--- config.mk ---
export PLATFORM = sky130hd
export DESIGN_NAME = icache_refill_unit
export DESIGN_NICKNAME = d
export VERILOG_FILES = /design/src/rtl/icache_refill_unit.sv
export SDC_FILE = /design/constraint.sdc
export NUM_CORES = 1
export LEC_CHECK = 0
export CAP_MARGIN = 20
export CORE_MARGIN = 2
export CORE_UTILIZATION = 50
export CTS_CLUSTER_DIAMETER = 120
export DETAILED_ROUTE_END_ITERATION = 8
export GPL_TIMING_DRIVEN = 0
export PLACE_DENSITY = 0.83
export SYNTH_ARGS = -nofsm -noshare
export SYNTH_HDL_FRONTEND = slang
export SYNTH_SLANG_ARGS = --single-unit
--- constraint.sdc ---
create_clock -name clk -period 2.3 [get_ports clk]
set_clock_uncertainty 0.15 [all_clocks]
set_input_delay 0.345 -clock clk [delete_from_list [all_inputs] [get_ports clk]]
set_output_delay 0.345 -clock clk [all_outputs]
set_load 0.05 [all_outputs]
--- src/rtl/icache_refill_unit.sv ---
// Refills one L1 instruction-cache block from a 64-bit memory port, one beat at a time.
// Optional build macro REFILL_CRITICAL_FIRST_EN: start at the missing beat and wrap.
module icache_refill_unit #(
  parameter int SIZE_PC     = 32,
  parameter int CACHE_WIDTH = 256,
  parameter int MEM_WIDTH   = 64
) (
  input  logic                   clk,
  input  logic                   reset,
  input  logic                   miss_i,
  input  logic [SIZE_PC-1:0]     missAddr_i,
  input  logic                   abort_i,
  output logic                   memReq_o,
  output logic [SIZE_PC-1:0]     memAddr_o,
  input  logic                   memGnt_i,
  input  logic                   memValid_i,
  input  logic [MEM_WIDTH-1:0]   memData_i,
  output logic                   wrEnable_o,
  output logic [SIZE_PC-1:0]     wrAddr_o,
  output logic [CACHE_WIDTH-1:0] instBlock_o,
  output logic                   busy_o
);

  localparam int BEATS     = CACHE_WIDTH / MEM_WIDTH;
  localparam int BEAT_BITS = $clog2(BEATS);
  localparam int BYTE_BITS = $clog2(MEM_WIDTH / 8);
  localparam int OFFS_BITS = BEAT_BITS + BYTE_BITS;
  localparam logic [BEAT_BITS:0] LAST_COUNT = (BEAT_BITS+1)'(BEATS - 1);

  typedef enum logic [2:0] {IDLE, ISSUE, WAIT, WRITE, COOL} state_t;

  state_t                      stateReg, stateNext;
  logic [SIZE_PC-OFFS_BITS-1:0] baseReg, baseNext;
  logic [BEAT_BITS-1:0]        beatIdxReg, beatIdxNext;
  logic [BEAT_BITS:0]          countReg, countNext;
  logic                        discardReg, discardNext;
  logic [CACHE_WIDTH-1:0]      bufferReg, bufferNext;
  logic [CACHE_WIDTH-1:0]      instBlockReg;
  logic [SIZE_PC-1:0]          wrAddrReg;
  logic                        busyReg;
  logic                        beatWe;
  logic [BEAT_BITS-1:0]        startBeat;
  logic                        unusedAddrBits;

`ifdef REFILL_CRITICAL_FIRST_EN
  assign startBeat = missAddr_i[OFFS_BITS-1:BYTE_BITS];
`else
  assign startBeat = '0;
`endif

  assign unusedAddrBits = ^missAddr_i[OFFS_BITS-1:0];

  always_comb begin
    stateNext   = stateReg;
    baseNext    = baseReg;
    beatIdxNext = beatIdxReg;
    countNext   = countReg;
    discardNext = discardReg;
    beatWe      = 1'b0;
    case (stateReg)
      IDLE: begin
        if (miss_i && !abort_i) begin
          stateNext   = ISSUE;
          baseNext    = missAddr_i[SIZE_PC-1:OFFS_BITS];
          beatIdxNext = startBeat;
          countNext   = '0;
          discardNext = 1'b0;
        end
      end
      ISSUE: begin
        // A grant in the abort cycle still leaves a response in flight, so drain it.
        if (memGnt_i) begin
          stateNext   = WAIT;
          discardNext = abort_i;
        end else if (abort_i) begin
          stateNext = IDLE;
        end
      end
      WAIT: begin
        if (abort_i) discardNext = 1'b1;
        if (memValid_i) begin
          if (discardReg || abort_i) begin
            stateNext   = IDLE;
            discardNext = 1'b0;
          end else begin
            beatWe      = 1'b1;
            beatIdxNext = beatIdxReg + 1'b1;
            countNext   = countReg + 1'b1;
            stateNext   = (countReg == LAST_COUNT) ? WRITE : ISSUE;
          end
        end
      end
      WRITE:   stateNext = COOL;
      COOL:    stateNext = IDLE;
      default: stateNext = IDLE;
    endcase
  end

  // Slot placement is by address, independent of request order.
  genvar gi;
  generate
    for (gi = 0; gi < BEATS; gi++) begin : gSlot
      assign bufferNext[gi*MEM_WIDTH +: MEM_WIDTH] =
        (beatWe && beatIdxReg == BEAT_BITS'(gi)) ? memData_i
                                                 : bufferReg[gi*MEM_WIDTH +: MEM_WIDTH];
    end
  endgenerate

  always_ff @(posedge clk) begin
    if (reset) begin
      stateReg     <= IDLE;
      baseReg      <= '0;
      beatIdxReg   <= '0;
      countReg     <= '0;
      discardReg   <= 1'b0;
      bufferReg    <= '0;
      instBlockReg <= '0;
      wrAddrReg    <= '0;
      busyReg      <= 1'b0;
    end else begin
      stateReg   <= stateNext;
      baseReg    <= baseNext;
      beatIdxReg <= beatIdxNext;
      countReg   <= countNext;
      discardReg <= discardNext;
      bufferReg  <= bufferNext;
      busyReg    <= (stateNext != IDLE);
      // Output copy keeps the last block stable while the next refill fills bufferReg.
      if (stateNext == WRITE) begin
        instBlockReg <= bufferNext;
        wrAddrReg    <= {baseReg, {OFFS_BITS{1'b0}}};
      end
    end
  end

  assign memReq_o    = (stateReg == ISSUE);
  assign memAddr_o   = (stateReg == ISSUE) ? {baseReg, beatIdxReg, {BYTE_BITS{1'b0}}} : '0;
  assign wrEnable_o  = (stateReg == WRITE);
  assign wrAddr_o    = wrAddrReg;
  assign instBlock_o = instBlockReg;
  assign busy_o      = busyReg;

endmodule

==> impl_metrics.csv, run 1 <==
group,metric,value,unit
sta,hold_viol,0,
drt,ant_nets,0,
synthesis,yosys_warnings,0,
synthesis,synth_area,23400,sq um
clock_network,cts_root_buf,"clkbuf_16",
worst_setup_path,worstPathCellList,"buf_6, nor3b_4, buf_6, clkbuf_16, and2_4, buf_8",
synthesis,yosysSeqAreaShare,49.4,%
power,ir_worst_vdd,0.000548,V
global_routing,antenna_found_initial,4,
drt,wl_per_cell,23.9,um
sta,rsz0062_at_grt,"true",
die,dieArea,48500,sq um
clock_network,clk_path_buf_depth,3,
global_routing,top_usage_layer,"met2",
global_routing,grtUsageMet3,8.35,%
power,p_per_area,651,nW/um^2
clock_network,clk_pin_slew,0.06,ns
sta,setup-tns-final,-7.34,ns
final_layout,final_cell_area,32800,sq um
clock_network,cts_max_level,2,
global_routing,grt_max_degree,20,
power,power,21400,uW
synthesis,yosys_most_used_dff,"dfxtp_1",
worst_setup_path,reg2reg_to,"instBlock_o[4]$_SDFFE_PP0N_",
global_routing,gr-usage-all-layers,32.1,%
final_layout,area_growth,40.5,%
worst_hold_path,hp-class,"input pin to flop",
global_routing,gr-total-overflow,0,
power,seqPwrFrac,47.0,%
place,place_area,28300,sq um
worst_setup_path,crit_type,"flop to output pin",
die,start_util,50.4,%
drt,vias_per_cell,5.79,
place,dp_hpwl,55800,um
clock_network,cts_tree,"done",
synthesis,synth_top_area_share,49.4,%
die,rows,79,
worst_setup_path,slowest_delay,0.36,ns
worst_setup_path,ff2ff_path_depth,8,
die,core-area,46400,sq um
run_status,violations,"setup timing",
final_layout,final_cells,3545,
final_layout,final_nets,2997,
sta,layout_min_cycle_time,2.42,ns
sta,layout_setup_ws,-0.118,ns
worst_setup_path,reg2reg_slack,-0.11,ns
place,dp_cells,3370,
worst_setup_path,cp_slowest_cell,"dfxtp_4",
global_routing,grt_pass1_vias,20500,
clock_network,cts_hold_buffers,0,
drt,drt_pass1_iterations,8,
worst_setup_path,cp_max_fo,7,
worst_setup_path,crit_family,"buffers and inverters",
global_routing,grt_pass1_wl,119000,um
sta,slew_headroom,19.8,%
worst_setup_path,path_common_cell,"buf_6",
run_status,status,"finished with violations",
worst_hold_path,whs_path_depth,3,
drt,drtIter0Drc,1633,
sta,fin_crit_sh,105,%
drt,wirelength,84900,um
drt,via_count,20500,
power,internal_power,16400,uW
worst_setup_path,worstPathArrival,1.92,ns
worst_setup_path,startpoint_type,"flop",
place,gp_congestion,0.865,
sta,setup_violations,182,
power,p_sw,4940,uW
clock_network,clk_latency,0.63,ns
final_layout,final_cell_mix,"dfxtp_1 (570), nor2b_1 (258), nand3_1 (256), clkdlybuf4s50_1 (232), a21oi_1 (231)",
power,switching_share,23.1,%
synthesis,synth_seq_cells,576,
worst_setup_path,timing.rr.start,"beatIdxReg[0]$_SDFFE_PP0P_",
synthesis,synth_edf_count,0,
worst_hold_path,min_from,"missAddr_i[29]",
worst_setup_path,end_kind,"output pin",
synthesis,synth_cell_types,37,
synthesis,yosysTopAreaCell,"dfxtp_1",
final_layout,n_fill_cell,3155,
clock_network,cts.sinks,576,
clock_network,numCtsBuffers,59,
worst_setup_path,critPathRequiredTime,1.80,ns
global_routing,use_met2,54.3,%
synthesis,syn_area_per_cell,9.96,sq um
global_routing,grt_use_met1,37.8,%
die,die_w,220,um
die,die_y,220,um
sta,max_freq,414,MHz
synthesis,ys_async_sr_fraction,0,%
synthesis,syn_inst,2345,
final_layout,utilization,70.8,%
sta,drv_slew,0,
power,p_comb_share,5.9,%
sta,worst_pin_slew,1.20,ns
power,leakage,0.0134,uW
worst_hold_path,holdPathEnd,"baseReg[24]$_SDFFE_PP0P_",
final_layout,final_common_cell,"dfxtp_1",
drt,drcViolationCount,0,
power,pwr-share-clk,47.1,%
die,io_pins,425,
worst_setup_path,crit_buf_inv,4,
final_layout,final_layout_size_suffix_gt1_share,24.1,%
synthesis,synth_area_leaders,"dfxtp_1 (49%), mux2_4 (13%), nor2b_1 (6.9%), a21oi_1 (6.2%), nand3_1 (5.5%)",
run,drv_cap,0,
place,portBuffers,410,
## kinds of logic (layout without fill, tap and decap cells)
family / count (synthesis) / after routing / synth area share, %
simple gates: 686 / 686 / 16.5
buf+inv: 239 / 821 / 5.01
other cells: 1 / 12 / 0.0161
compound gates: 552 / 552 / 12.0
mux: 285 / 285 / 16.8
fa+ha+maj: 6 / 6 / 0.321
flops: 576 / 576 / 49.4
## layer usage
layer / up-vias / routed length [um]
li1: 9171 / -
met3: 307 / 7960
met5: - / 13
met2: 1158 / 40300
met1: 9905 / 31900
met4: 2 / 4720
## area by class of cell
cell class / instances / area [sq um] / area share [%]
Sequential cell: 576 / 11500 / 35.2
Multi-Input combinational cell: 1537 / 11400 / 34.9
Timing Repair Buffer: 483 / 5300 / 16.2
Clock buffer: 86 / 1760 / 5.36
Buffer: 226 / 1700 / 5.18
Tap cell: 607 / 759 / 2.32
Clock inverter: 20 / 277 / 0.843
Inverter: 6 / 22.5 / 0.0687
Antenna cell: 4 / 10.0 / 0.0305
## cells in the mapped netlist (2+ instances only)
cell type / n
a211o_1: 2
nand2_1: 59
nor3b_1: 3
mux2_4: 200
a21oi_1: 288
nor2_1: 5
and2_1: 31
buf_6: 30
buf_4: 9
nor4bb_1: 4
nand2b_1: 54
nor2b_1: 259
inv_1: 6
nand3_1: 256
buf_1: 23
nand4bb_1: 4
clkbuf_1: 159
mux2i_1: 29
mux2_1: 50
ha_1: 6
o21ai_0: 256
nor3_1: 4
nand3b_1: 3
dfxtp_1: 576
buf_2: 12
mux2_2: 6
## tightest hold or removal path, stage by stage
cell,delay [ns]
clkdlybuf4s50_1,0.39
nand2_1,0.05
a21oi_1,0.05
## through the flow
| stage | setup WS, ns | hold slack [ns] |
|---|---|---|
| global placement | -1.09 | 0.297 |
| CTS | -0.219 | 0.0936 |
| floorplan | 0.111 | 0.282 |
| finish | -0.118 | 0.112 |
| global route | -0.188 | 0.108 |
| detailed placement | -1.16 | 0.304 |
## power groups by stage
stage | Clock [uW] | Sequential (uW) | Combinational, uW
floorplan | 0 | 10300 | 476
global placement | 0 | 10300 | 959
detailed placement | 0 | 10300 | 982
CTS | 10000 | 10000 | 1120
global route | 10500 | 10000 | 1290
finish | 10100 | 10000 | 1260
## registers in the layout, summed over array words and instances (netlist names)
name / flops
wrAddr_o: 27
busy_o: 1
countReg: 3
stateReg: 3
beatIdxReg: 2
discardReg: 1
instBlock_o: 256
bufferReg: 256
baseReg: 27
## worst max path at each step
stage / from / to / cells after the start
after floorplan: stateReg[2]$_SDFF_PP0_ / memAddr_o[22] / 4
after global routing: beatIdxReg[0]$_SDFFE_PP0P_ / instBlock_o[4]$_SDFFE_PP0N_ / 8
final: stateReg[2]$_SDFF_PP0_ / memAddr_o[22] / 6
after detailed placement: reset / baseReg[21]$_SDFFE_PP0P_ / 6
after global placement: reset / baseReg[26]$_SDFFE_PP0P_ / 6
after CTS: stateReg[2]$_SDFF_PP0_ / memAddr_o[10] / 7
## what timing repair did
item	4_1_cts	5_1_grt
resized for setup	650	338
endpoints found under the setup margin	746	439
gates cloned	7	23
setup buffers	28	15
pin swaps	34	15
endpoints found under the hold margin	0	0
No activity file was read; power rests on OpenSTA's default activity.
==> run 2, diff against run 1 <==
- PLACE_DENSITY: 0.83 -> 0.86
==> impl_metrics.csv, run 2 (same netlist as run 1, synthesis figures left out) <==
group,metric,value,unit
run_status,status,"finished with violations",
run_status,violations,"setup timing",
worst_setup_path,critPathRequiredTime,2.66,ns
power,p_per_area,640,nW/um^2
sta,drv_slew,0,
die,dieArea,48500,sq um
run,drv_cap,0,
global_routing,gr-total-overflow,0,
sta,rsz0062_at_grt,"true",
global_routing,grt_pass1_wl,119000,um
sta,holdWs,0.114,ns
die,die_y,220,um
final_layout,final_nets,2992,
sta,slew_headroom,37.7,%
drt,drcViolationCount,0,
place,post-place-ws,-1.17,ns
power,ir_worst_vdd,0.000576,V
worst_setup_path,crit_type,"flop to flop",
drt,drtIter0Drc,2440,
worst_setup_path,worstPathArrival,2.83,ns
clock_network,cts_root_buf,"clkbuf_16",
die,core-area,46400,sq um
final_layout,utilization,70.7,%
clock_network,cts_tree,"done",
drt,ant_nets,0,
sta,hold_viol,0,
final_layout,final_common_cell,"dfxtp_1",
die,die_w,220,um
sta,layout_min_cycle_time,2.47,ns
die,io_pins,425,
die,rows,79,
clock_network,clk_path_buf_depth,3,
clock_network,cts_hold_buffers,0,
global_routing,gr-usage-all-layers,32.2,%
worst_setup_path,cp_max_fo,10,
sta,fin_crit_sh,107,%
clock_network,numCtsBuffers,57,
global_routing,antenna_found_initial,4,
place,gp_congestion,0.912,
final_layout,final_layout_size_suffix_gt1_share,22.7,%
worst_setup_path,startpoint_type,"flop",
clock_network,cts_max_level,2,
power,leakage,0.0148,uW
sta,layout_setup_ws,-0.168,ns
global_routing,grt_pass1_vias,20200,
final_layout,final_cell_mix,"dfxtp_1 (572), a21oi_1 (261), nor2b_1 (257), nand3_1 (256), mux2_4 (250)",
drt,via_count,20900,
worst_setup_path,end_kind,"flop",
final_layout,area_growth,40.3,%
drt,wl_per_cell,24.7,um
sta,setup_violations,280,
worst_hold_path,hp-class,"input pin to flop",
global_routing,grt_max_degree,15,
sta,max_freq,405,MHz
place,dp_hpwl,55800,um
sta,worst_pin_slew,0.935,ns
drt,vias_per_cell,5.91,
drt,drt_pass1_iterations,6,
drt,wirelength,87500,um
clock_network,cts.sinks,576,
power,power,21000,uW
place,portBuffers,410,
clock_network,clk_pin_slew,0.06,ns
die,start_util,50.4,%
clock_network,clk_latency,0.63,ns
==> run 2: cell count changes in the layout (fill, tap and decap cells not counted), sizes merged <==
cell,previous run,this run
clkinvlp,3,2
dlygate4sd2,147,131
dlymetal6s2s,0,73
clkdlybuf4s50,232,175
a211o,2,3
diode,4,2
clkinv,10,11
buf,169,136
clkbuf,246,277
bufinv,6,3
==> run 2: stage by stage <==
stage          instances  cell area [sq um]  setup TNS, ns
2_1_floorplan       2352              23400              0
3_3_place_gp        3369              28200        -398.75
3_5_place_dp        3371              28300        -434.07
4_1_cts             3499              31100          -2.44
5_1_grt             3537              32800         -32.12
6_report            3539              32800         -12.98
==> run 2: area by class of cell <==
class | instances | area, sq um
fillers | 3159 | 13600
flip-flops and latches | 576 | 11500
multi-input cells | 1538 | 11300
repair buffers | 477 | 5440
clock buffers | 88 | 1760
plain buffers | 228 | 1760
well taps | 607 | 759
clock inverters | 17 | 184
inverters | 6 | 22.5
diodes | 2 | 5.00
==> run 2: worst paths after layout <==
kind,startpoint,cells after the start,endpoint,slack (ns)
worst max-delay path,stateReg[2]$_SDFF_PP0_,7,instBlock_o[186]$_SDFFE_PP0N_,-0.17
worst min-delay path,missAddr_i[5],3,baseReg[0]$_SDFFE_PP0P_,0.11
worst max register to register,stateReg[2]$_SDFF_PP0_,7,instBlock_o[186]$_SDFFE_PP0N_,-0.17
worst min register to register,countReg[1]$_SDFFE_PP0P_,2,countReg[1]$_SDFFE_PP0P_,0.31
==> run 2: power by group <==
group | internal [uW] | switching [uW] | leakage, uW | total, uW
clock | 5580 | 4080 | 0.000955 | 9670
sequential | 10000 | 32.0 | 0.00464 | 10000
combinational | 469 | 786 | 0.00917 | 1260
total | 16100 | 4900 | 0.0148 | 21000
==> run 2: critical path: stages, from the launching register on <==
cell,delay (ns)
dfxtp_2,0.33
buf_6,0.12
or3b_4,0.49
clkbuf_8,0.22
clkbuf_4,0.25
o21ai_0,0.34
a21oi_1,0.15
mux2_4,0.31
==> run 2: timing repair <==
action,CTS,global route
endpoints found under the setup margin,738,412
cloned,5,32
gates resized for setup,610,291
pin swaps,18,4
buffers inserted,23,6
==> run 2: layer usage <==
layer | GRT usage [%] | routed length [um] | share of wire [%] | up-vias
li1 | - | - | - | 9136
met1 | 37.8 | 32300 | 37 | 10100
met2 | 52.9 | 40700 | 47 | 1381
met3 | 8.79 | 9100 | 10 | 342
met4 | 18.8 | 5330 | 6.1 | 0
met5 | 0 | 0 | 0 | -
